### config.mk
export PLATFORM = sky130hd
export DESIGN_NAME = readout_ctrl
export DESIGN_NICKNAME = d
export VERILOG_FILES = /design/src/rtl/readout_ctrl.sv
export SDC_FILE = /design/constraint.sdc
export NUM_CORES = 1
export LEC_CHECK = 0
export CORE_UTILIZATION = 44
export CTS_BUF_LIST = sky130_fd_sc_hd__clkbuf_8
export CTS_CLUSTER_DIAMETER = 30
export DETAILED_ROUTE_END_ITERATION = 10
export PLACE_DENSITY = 0.87
export SYNTH_ARGS = -nofsm -noshare
export SYNTH_HDL_FRONTEND = slang
export SYNTH_SLANG_ARGS = --single-unit
### constraint.sdc
create_clock -name clk -period 1.9 [get_ports clk]
set_clock_uncertainty 0.15 [all_clocks]
set_input_delay 0.57 -clock clk [delete_from_list [all_inputs] [get_ports clk]]
set_output_delay 0.57 -clock clk [all_outputs]
set_load 0.1 [all_outputs]
### src/rtl/readout_ctrl.sv
// Column readout sequencer: steps the mux select, waits for the settle window,
// captures sub_out and streams one pixel per column. Optional READOUT_BLACK_LEVEL_EN.
module readout_ctrl #(
    parameter int mux_width     = 2,
    parameter int bus_width     = 8,
    parameter int settle_cycles = 2,
    parameter int black_level   = 0
) (
    input  logic                         clk,
    input  logic                         reset,
    input  logic                         start,
    input  logic                         abort,
    output logic [$clog2(mux_width)-1:0] select,
    input  logic [bus_width-1:0]         sub_out,
    output logic [bus_width-1:0]         pixel_data,
    output logic                         pixel_valid,
    input  logic                         pixel_ready,
    output logic [$clog2(mux_width)-1:0] col_idx,
    output logic                         busy,
    output logic                         done,
    output logic [1:0]                   state_dbg
);

    localparam int SW = $clog2(mux_width);
    localparam int CW = (settle_cycles > 1) ? $clog2(settle_cycles) : 1;
    localparam logic [CW-1:0] CNT_LAST = CW'(settle_cycles - 1);
    localparam logic [SW-1:0] SEL_LAST = SW'(mux_width - 1);

    localparam logic [1:0] ST_IDLE   = 2'd0;
    localparam logic [1:0] ST_SETTLE = 2'd1;
    localparam logic [1:0] ST_OUTPUT = 2'd2;
    localparam logic [1:0] ST_DONE   = 2'd3;

    if (mux_width < 2 || settle_cycles < 1 || black_level < 0) begin : g_param_check
        $error("readout_ctrl: illegal parameter value");
    end

    logic [1:0]           state_q, state_d;
    logic [CW-1:0]        cnt_q, cnt_d;
    logic [SW-1:0]        select_q, select_d;
    logic [SW-1:0]        col_idx_q, col_idx_d;
    logic [bus_width-1:0] pixel_data_q, pixel_data_d;
    logic                 pixel_valid_q, pixel_valid_d;
    logic                 busy_q, busy_d;
    logic                 done_q, done_d;
    logic [bus_width-1:0] capture_val;

`ifdef READOUT_BLACK_LEVEL_EN
    localparam logic [bus_width-1:0] BLACK = bus_width'(black_level);
    // Clamp at zero so dark pixels never wrap to bright values.
    assign capture_val = (sub_out > BLACK) ? sub_out - BLACK : '0;
`else
    assign capture_val = sub_out;
`endif

    // Stream handshake: a pixel transfers on a rising edge where pixel_valid and
    // pixel_ready are both high; once raised, pixel_valid, pixel_data and col_idx
    // hold until that transfer (or an abort/reset drops the pixel).
    always_comb begin
        state_d       = state_q;
        cnt_d         = cnt_q;
        select_d      = select_q;
        col_idx_d     = col_idx_q;
        pixel_data_d  = pixel_data_q;
        pixel_valid_d = pixel_valid_q;
        done_d        = 1'b0;

        case (state_q)
            ST_IDLE: begin
                if (start) begin
                    state_d  = ST_SETTLE;
                    select_d = '0;
                    cnt_d    = '0;
                end
            end
            ST_SETTLE: begin
                cnt_d = cnt_q + 1'b1;
                if (cnt_q == CNT_LAST) begin
                    pixel_data_d  = capture_val;
                    col_idx_d     = select_q;
                    pixel_valid_d = 1'b1;
                    cnt_d         = '0;
                    state_d       = ST_OUTPUT;
                end
            end
            ST_OUTPUT: begin
                if (pixel_valid_q && pixel_ready) begin
                    pixel_valid_d = 1'b0;
                    if (select_q == SEL_LAST) begin
                        select_d = '0;
                        done_d   = 1'b1;
                        state_d  = ST_DONE;
                    end else begin
                        select_d = select_q + 1'b1;
                        cnt_d    = '0;
                        state_d  = ST_SETTLE;
                    end
                end
            end
            ST_DONE: begin
                state_d = ST_IDLE;
            end
            default: begin
                state_d = ST_IDLE;
            end
        endcase

        // Abort beats a same-cycle handshake: the pass ends with no done pulse.
        if (abort && state_q != ST_IDLE) begin
            state_d       = ST_IDLE;
            pixel_valid_d = 1'b0;
            select_d      = '0;
            cnt_d         = '0;
            done_d        = 1'b0;
        end

        busy_d = (state_d == ST_SETTLE) || (state_d == ST_OUTPUT);
    end

    always_ff @(posedge clk or posedge reset) begin
        if (reset) begin
            state_q       <= ST_IDLE;
            cnt_q         <= '0;
            select_q      <= '0;
            col_idx_q     <= '0;
            pixel_data_q  <= '0;
            pixel_valid_q <= 1'b0;
            busy_q        <= 1'b0;
            done_q        <= 1'b0;
        end else begin
            state_q       <= state_d;
            cnt_q         <= cnt_d;
            select_q      <= select_d;
            col_idx_q     <= col_idx_d;
            pixel_data_q  <= pixel_data_d;
            pixel_valid_q <= pixel_valid_d;
            busy_q        <= busy_d;
            done_q        <= done_d;
        end
    end

    assign select      = select_q;
    assign col_idx     = col_idx_q;
    assign pixel_data  = pixel_data_q;
    assign pixel_valid = pixel_valid_q;
    assign busy        = busy_q;
    assign done        = done_q;
    assign state_dbg   = state_q;

endmodule

==> key figures, run 1 <==
Clocking
  – Clock sinks: 16
  – CTS tree: done
  – CTS HTree Levels: 1
  – Max clock buf depth: 2
  – Worst-path clk slew: 0.06 ns
  – Root Driver: clkbuf_8
  – Skew-Pair Late Insertion Delay: 0.24 ns
  – Post-CTS setup buffers: 0
  – Cts-stage hold buffer count: 0
  – Cts repair resizes: 0
  – Num CTS Buffers: 3

Route
  – Vias post-DR: 579
  – Pre-antenna DRT Iters: 4
  – DR WL/cell: 15.3 um
  – # DRC: 0
  – First DRT Iteration DRCs: 7
  – DR vias/cell: 5.46
  – WL final: 1630 um
  – Remaining antenna violation count: 0

Critical path
  – Critical Path RT: 1.18 ns
  – Max FO, Critical Path: 11
  – Critical path cell sequence: buf_12
  – Worst R2R End: pixel_data[4]
  – CP Capture Type: output port
  – Critical path's top delay family: flip-flops
  – Startpoint Class: flop
  – R2R Setup Slk: 0.48 ns
  – WS Path Type: reg2out
  – Highest-delay cell along the critical path: dfrtp_2
  – WP buf/inv: 1
  – R2R depth: 2
  – Max stage delay on crit path: 0.50 ns
  – RR Startpoint: state_dbg[1]
  – Crit path DAT: 0.96 ns

Synth
  – Cell Area, Synth: 748 um^2
  – Flops & latches, synth: 16
  – Synth cell types: 22
  – Top cell type by total area after synthesis: dfrtp_1
  – Net Count, Synth: 75
  – Area share of the largest cell type after synthesis: 53.5%
  – Sequential area share after synthesis: 53.5%
  – Area contributors post-synth: dfrtp_1 (54%), mux2_4 (14%), o21ai_0 (4.7%)
  – Avg Inst Size Synth: 12.1 um^2
  – Cells after Synth: 62
  – Yosys warns: 0

STA
  – Fmax: 594 MHz
  – Final WS setup: 0.215 ns
  – Final TNS setup: 0 ns
  – Period utilization: 88.7%
  – Hold Vio Cnt, Final: 0
  – Slew margin rel.: 77.2%
  – Final Max Tran Viols: 0
  – Worst-margin pin slew: 0.341 ns
  – Min Tclk post-route: 1.68 ns
  – RSZ-0062 raised after global routing: false
  – # setup viols final: 0

Outcome
  – Status: complete, no violations

Global route
  – Vias in the first global route: 568
  – First-pass GRT wire length: 2590 um
  – All-layer global routing usage: 19.4%
  – GRT overflow: 0
  – Initial antenna violation count: 0
  – Largest net degree at the start of global routing: 17

Hold path
  – Hold path endpoint: col_idx
  – Hold_sp: col_idx
  – Hold crit path type: reg2reg
  – Worst Hold Depth: 2

Placement
  – Final Wtd Congestion: 0.815
  – Dpl hpwl: 1240 um
  – Input/output buffers: 27
  – Dpl ws: 0.0524 ns
  – Placed cells: 103

Floorplan
  – Row count: 14
  – Num ports: 28
  – Die H: 43.2 um
  – Area of the die: 0.00187 mm^2
  – Overall die width: 43.2 um
  – Core box area: 0.00154 mm^2
  – Starting Density: 48.5%

Final layout
  – Fraction of layout cells with a size suffix above 1: 33.3%
  – Non-filler cells, final: 106
  – Nets: 105
  – Area Growth Syn to Fin: 62.0%
  – Diodes inserted: 0

Run
  – Max-cap viol count: 0
## metrics by stage
step           util, %  area [um^2]  hold slack [ns]
6_report          78.7         1210            0.414
5_1_grt           78.7         1210            0.445
4_1_cts           78.7         1210            0.422
3_5_place_dp      76.0         1170            0.408
3_3_place_gp      76.0         1170            0.381
2_1_floorplan        -          751            0.334
## registers in the layout (all words and copies together) (netlist names)
| register | cells |
|---|---|
| select | 1 |
| busy | 1 |
| cnt_q | 1 |
| pixel_data | 8 |
| col_idx | 1 |
| state_dbg | 2 |
| pixel_valid | 1 |
| done | 1 |
## worst max path at each step
stage                             from            end  cells after the start
after floorplan           state_dbg[0]  pixel_data[0]                      4
after global placement           abort   state_dbg[0]                      4
after detailed placement         abort   state_dbg[0]                      4
after CTS                 state_dbg[0]   state_dbg[0]                      1
after global routing       pixel_valid    pixel_valid                      1
final                     state_dbg[0]   state_dbg[0]                      1
## cell families after synthesis
kind of cell    Yosys count  synth area share [%]
buf+inv                   9                  6.69
flops                    16                  53.5
simple gates             15                  13.2
mux                       8                  15.6
compound gates           14                  11.0
## synthesized netlist by cell type (all sizes together)
library cell  number
nand2              4
a21oi              2
inv                6
nor2               1
nor2b              1
o211ai             2
nand3b             2
nand4              2
o21ai              7
buf                3
a22oi              1
a31oi              1
dfrtp             16
a2bb2oi            1
nor3b              1
mux2               8
nor3               1
nand3              2
nand4bb            1
## layout make-up
cell class	instances	area, um^2
clock buffer	3	41.3
sequential	16	403
fill	94	329
tap	16	20.0
multi-input combinational	37	298
timing repair buffer	28	428
inverter	6	22.5
## cell usage in the layout, fill, tap and decap left out, types with 3 or more instances in the layout
cell type / netlist / routed
buf_12: 0 / 15
mux2_4: 7 / 7
dfrtp_1: 16 / 14
o21ai_0: 7 / 7
inv_1: 6 / 6
clkbuf_8: 0 / 3
nand2_1: 4 / 4
clkdlybuf4s50_1: 0 / 12
## metal layers
layer	global-route usage, %	wire length, um
met5	0	0
met4	10.9	19
met2	29.3	761
met1	25.8	729
met3	3.83	117
Power of run 1 is not shown: default switching activity piles up to over one toggle a cycle in this logic, so the estimate is an artifact.
==> run 2: changes to the inputs <==
--- a/config.mk
+++ b/config.mk
@@ -5,11 +5,12 @@
 export SDC_FILE = /design/constraint.sdc
 export NUM_CORES = 1
 export LEC_CHECK = 0
-export CORE_UTILIZATION = 44
+export CORE_UTILIZATION = 48
 export CTS_BUF_LIST = sky130_fd_sc_hd__clkbuf_8
 export CTS_CLUSTER_DIAMETER = 30
 export DETAILED_ROUTE_END_ITERATION = 10
-export PLACE_DENSITY = 0.87
+export PLACE_DENSITY = 0.93
+export REMOVE_ABC_BUFFERS = 1
 export SYNTH_ARGS = -nofsm -noshare
 export SYNTH_HDL_FRONTEND = slang
 export SYNTH_SLANG_ARGS = --single-unit
==> constraint.sdc (replaced) <==
create_clock -name clk -period 2.15 [get_ports clk]
set_clock_uncertainty 0.15 [all_clocks]
set_input_delay 0.645 -clock clk [delete_from_list [all_inputs] [get_ports clk]]
set_output_delay 0.645 -clock clk [all_outputs]
set_load 0.1 [all_outputs]
==> run 2 against run 1 <==
  * Final area increased by 0.21%
  * Sequential share of layout area decreased by 0.27 points
  * Routed wire length increased by 22%
  * First-iteration DRC count increased to 2.6 times the previous value
  * Via count increased by 6.4%
  * Die area decreased by 8.0%
  * Final cell count decreased by 0.94%
  * Non-clock buffer count decreased by 1
  * Clock-buffer cell count increased by 1
  * Critical path type unchanged
  * Critical endpoint unchanged
  * Largest cell class unchanged
==> key figures, run 2 (same netlist as run 1, synthesis figures left out) <==
Outcome
  – Status: complete, no violations (unchanged)

Placement
  – Input/output buffers: 27 (unchanged)
  – Cell area after placement: 0.00116 mm^2 (was 0.00117 mm^2)
  – Final Wtd Congestion: 0.788 (was 0.815)
  – Dpl ws: 0.123 ns (was 0.0524 ns)
  – Dpl hpwl: 1410 um (was 1240 um)

Final layout
  – Final Cell Area: 0.00121 mm^2 (about the same)
  – Area Growth Syn to Fin: 62.4% (was 62.0%)
  – Commonest non-fill, non-tap cell in the layout: dfrtp_1 (was buf_12)
  – Nets: 104 (was 105)
  – Max FFs per register: 8 (unchanged)
  – Diodes inserted: 0 (unchanged)
  – Most frequent cells in the layout: dfrtp_1 (16), buf_12 (15), clkdlybuf4s50_1 (12) (was buf_12 (15), dfrtp_1 (14), clkdlybuf4s50_1 (12))
  – Fraction of layout cells with a size suffix above 1: 31.1% (was 33.3%)

Floorplan
  – Area of the die: 0.00172 mm^2 (was 0.00187 mm^2)
  – Overall die width: 41.5 um (was 43.2 um)
  – Starting Density: 54.1% (was 48.5%)
  – Die H: 41.5 um (was 43.2 um)
  – Row count: 13 (was 14)
  – Core box area: 0.00138 mm^2 (was 0.00154 mm^2)
  – Num ports: 28 (unchanged)

Global route
  – GRT overflow: 0 (unchanged)
  – Largest net degree at the start of global routing: 17 (unchanged)
  – GR peak layer: met2 (unchanged)
  – GR Util met1: 28.8% (was 25.8%)
  – Initial antenna violation count: 0 (unchanged)
  – All-layer global routing usage: 25.2% (was 19.4%)
  – GR Layer Usage met2: 46.3% (was 29.3%)
  – Vias in the first global route: 670 (was 568)
  – Met3 Use GR: 3.91% (was 3.83%)
  – First-pass GRT wire length: 3240 um (was 2590 um)

Critical path
  – Critical path's top delay family: flip-flops (unchanged)
  – Max stage delay on crit path: 0.62 ns (was 0.50 ns)
  – Max FO, Critical Path: 11 (unchanged)
  – Highest-delay cell along the critical path: dfrtp_1 (was dfrtp_2)
  – R2R depth: 3 (was 2)
  – CP Capture Type: output port (unchanged)
  – WP buf/inv: 1 (unchanged)
  – WS Path Type: reg2out (unchanged)
  – Startpoint Class: flop (unchanged)
  – Crit path DAT: 1.10 ns (was 0.96 ns)
  – Critical Path RT: 1.35 ns (was 1.18 ns)
  – Stages on worst setup path: 1 (unchanged)
  – Critical path cell sequence: buf_12 (unchanged)

STA
  – RSZ-0062 raised after global routing: false (unchanged)
  – Hold slack: 0.423 ns (was 0.414 ns)
  – Period utilization: 88.3%
  – Worst-margin pin slew: 0.604 ns (was 0.341 ns)
  – Min Tclk post-route: 1.90 ns
  – Final WS setup: 0.252 ns (was 0.215 ns)
  – Slew margin rel.: 59.7% (was 77.2%)
  – # setup viols final: 0 (unchanged)
  – Final Max Tran Viols: 0 (unchanged)
  – Fmax: 527 MHz
  – Hold Vio Cnt, Final: 0 (unchanged)
  – Final TNS setup: 0 ns (unchanged)

Clocking
  – CTS tree: done (unchanged)
  – Root Driver: clkbuf_8 (unchanged)
  – Max clock buf depth: 2 (unchanged)
  – Num CTS Buffers: 3 (unchanged)
  – Skew-Pair Late Insertion Delay: 0.25 ns (was 0.24 ns)
  – Cts repair resizes: 0 (unchanged)
  – Cts-stage hold buffer count: 0 (unchanged)
  – Post-CTS setup buffers: 0 (unchanged)
  – CTS HTree Levels: 1 (unchanged)
  – Worst-path clk slew: 0.06 ns (about the same)
  – Clock sinks: 16 (unchanged)

Route
  – DR WL/cell: 19.0 um (was 15.3 um)
  – Pre-antenna DRT Iters: 4 (unchanged)
  – DR vias/cell: 5.87 (was 5.46)
  – WL final: 1990 um (was 1630 um)
  – # DRC: 0 (unchanged)
  – First DRT Iteration DRCs: 18 (was 7)
  – Remaining antenna violation count: 0 (unchanged)
  – Vias post-DR: 616 (was 579)

Hold path
  – Worst Hold Depth: 1 (was 2)
  – Hold crit path type: reg2reg (unchanged)

Run
  – Max-cap viol count: 0 (unchanged)
[run 2: layout make-up]
class	instances	area, um^2
Inverter	6	22.5
Clock buffer	4	55.1
Fill cell	52	168
Tap cell	15	18.8
Sequential cell	16	400
Multi-Input combinational cell	37	298
Timing Repair Buffer	27	420
[run 2: worst paths after layout]
path	startpoint	endpoint	slack [ns]
max	state_dbg[0]	state_dbg[0]	0.25
max in group asynchronous	reset	pixel_data[7]	0.83
min reg2reg	pixel_data[0]	pixel_data[0]	0.42
max reg2reg	state_dbg[1]	state_dbg[0]	0.58
min in group asynchronous	reset	pixel_data[5]	0.63
min	pixel_data[0]	pixel_data[0]	0.42
[run 2: per-layer routing]
layer	wire, um	part of all wire [%]	vias to the layer above
met4	29	1.5	0
met2	1060	53	43
met5	0	0	-
met3	139	7.0	4
met1	763	38	295
li1	-	-	274
[run 2: stage by stage]
| stage | utilization, % | cells |
|---|---|---|
| after floorplan | - | 59 |
| after global placement | 83.9 | 101 |
| after detailed placement | 83.9 | 101 |
| after CTS | 87.9 | 105 |
| after global routing | 87.9 | 105 |
| final | 87.9 | 105 |
Power of run 2 is left out for the same reason.
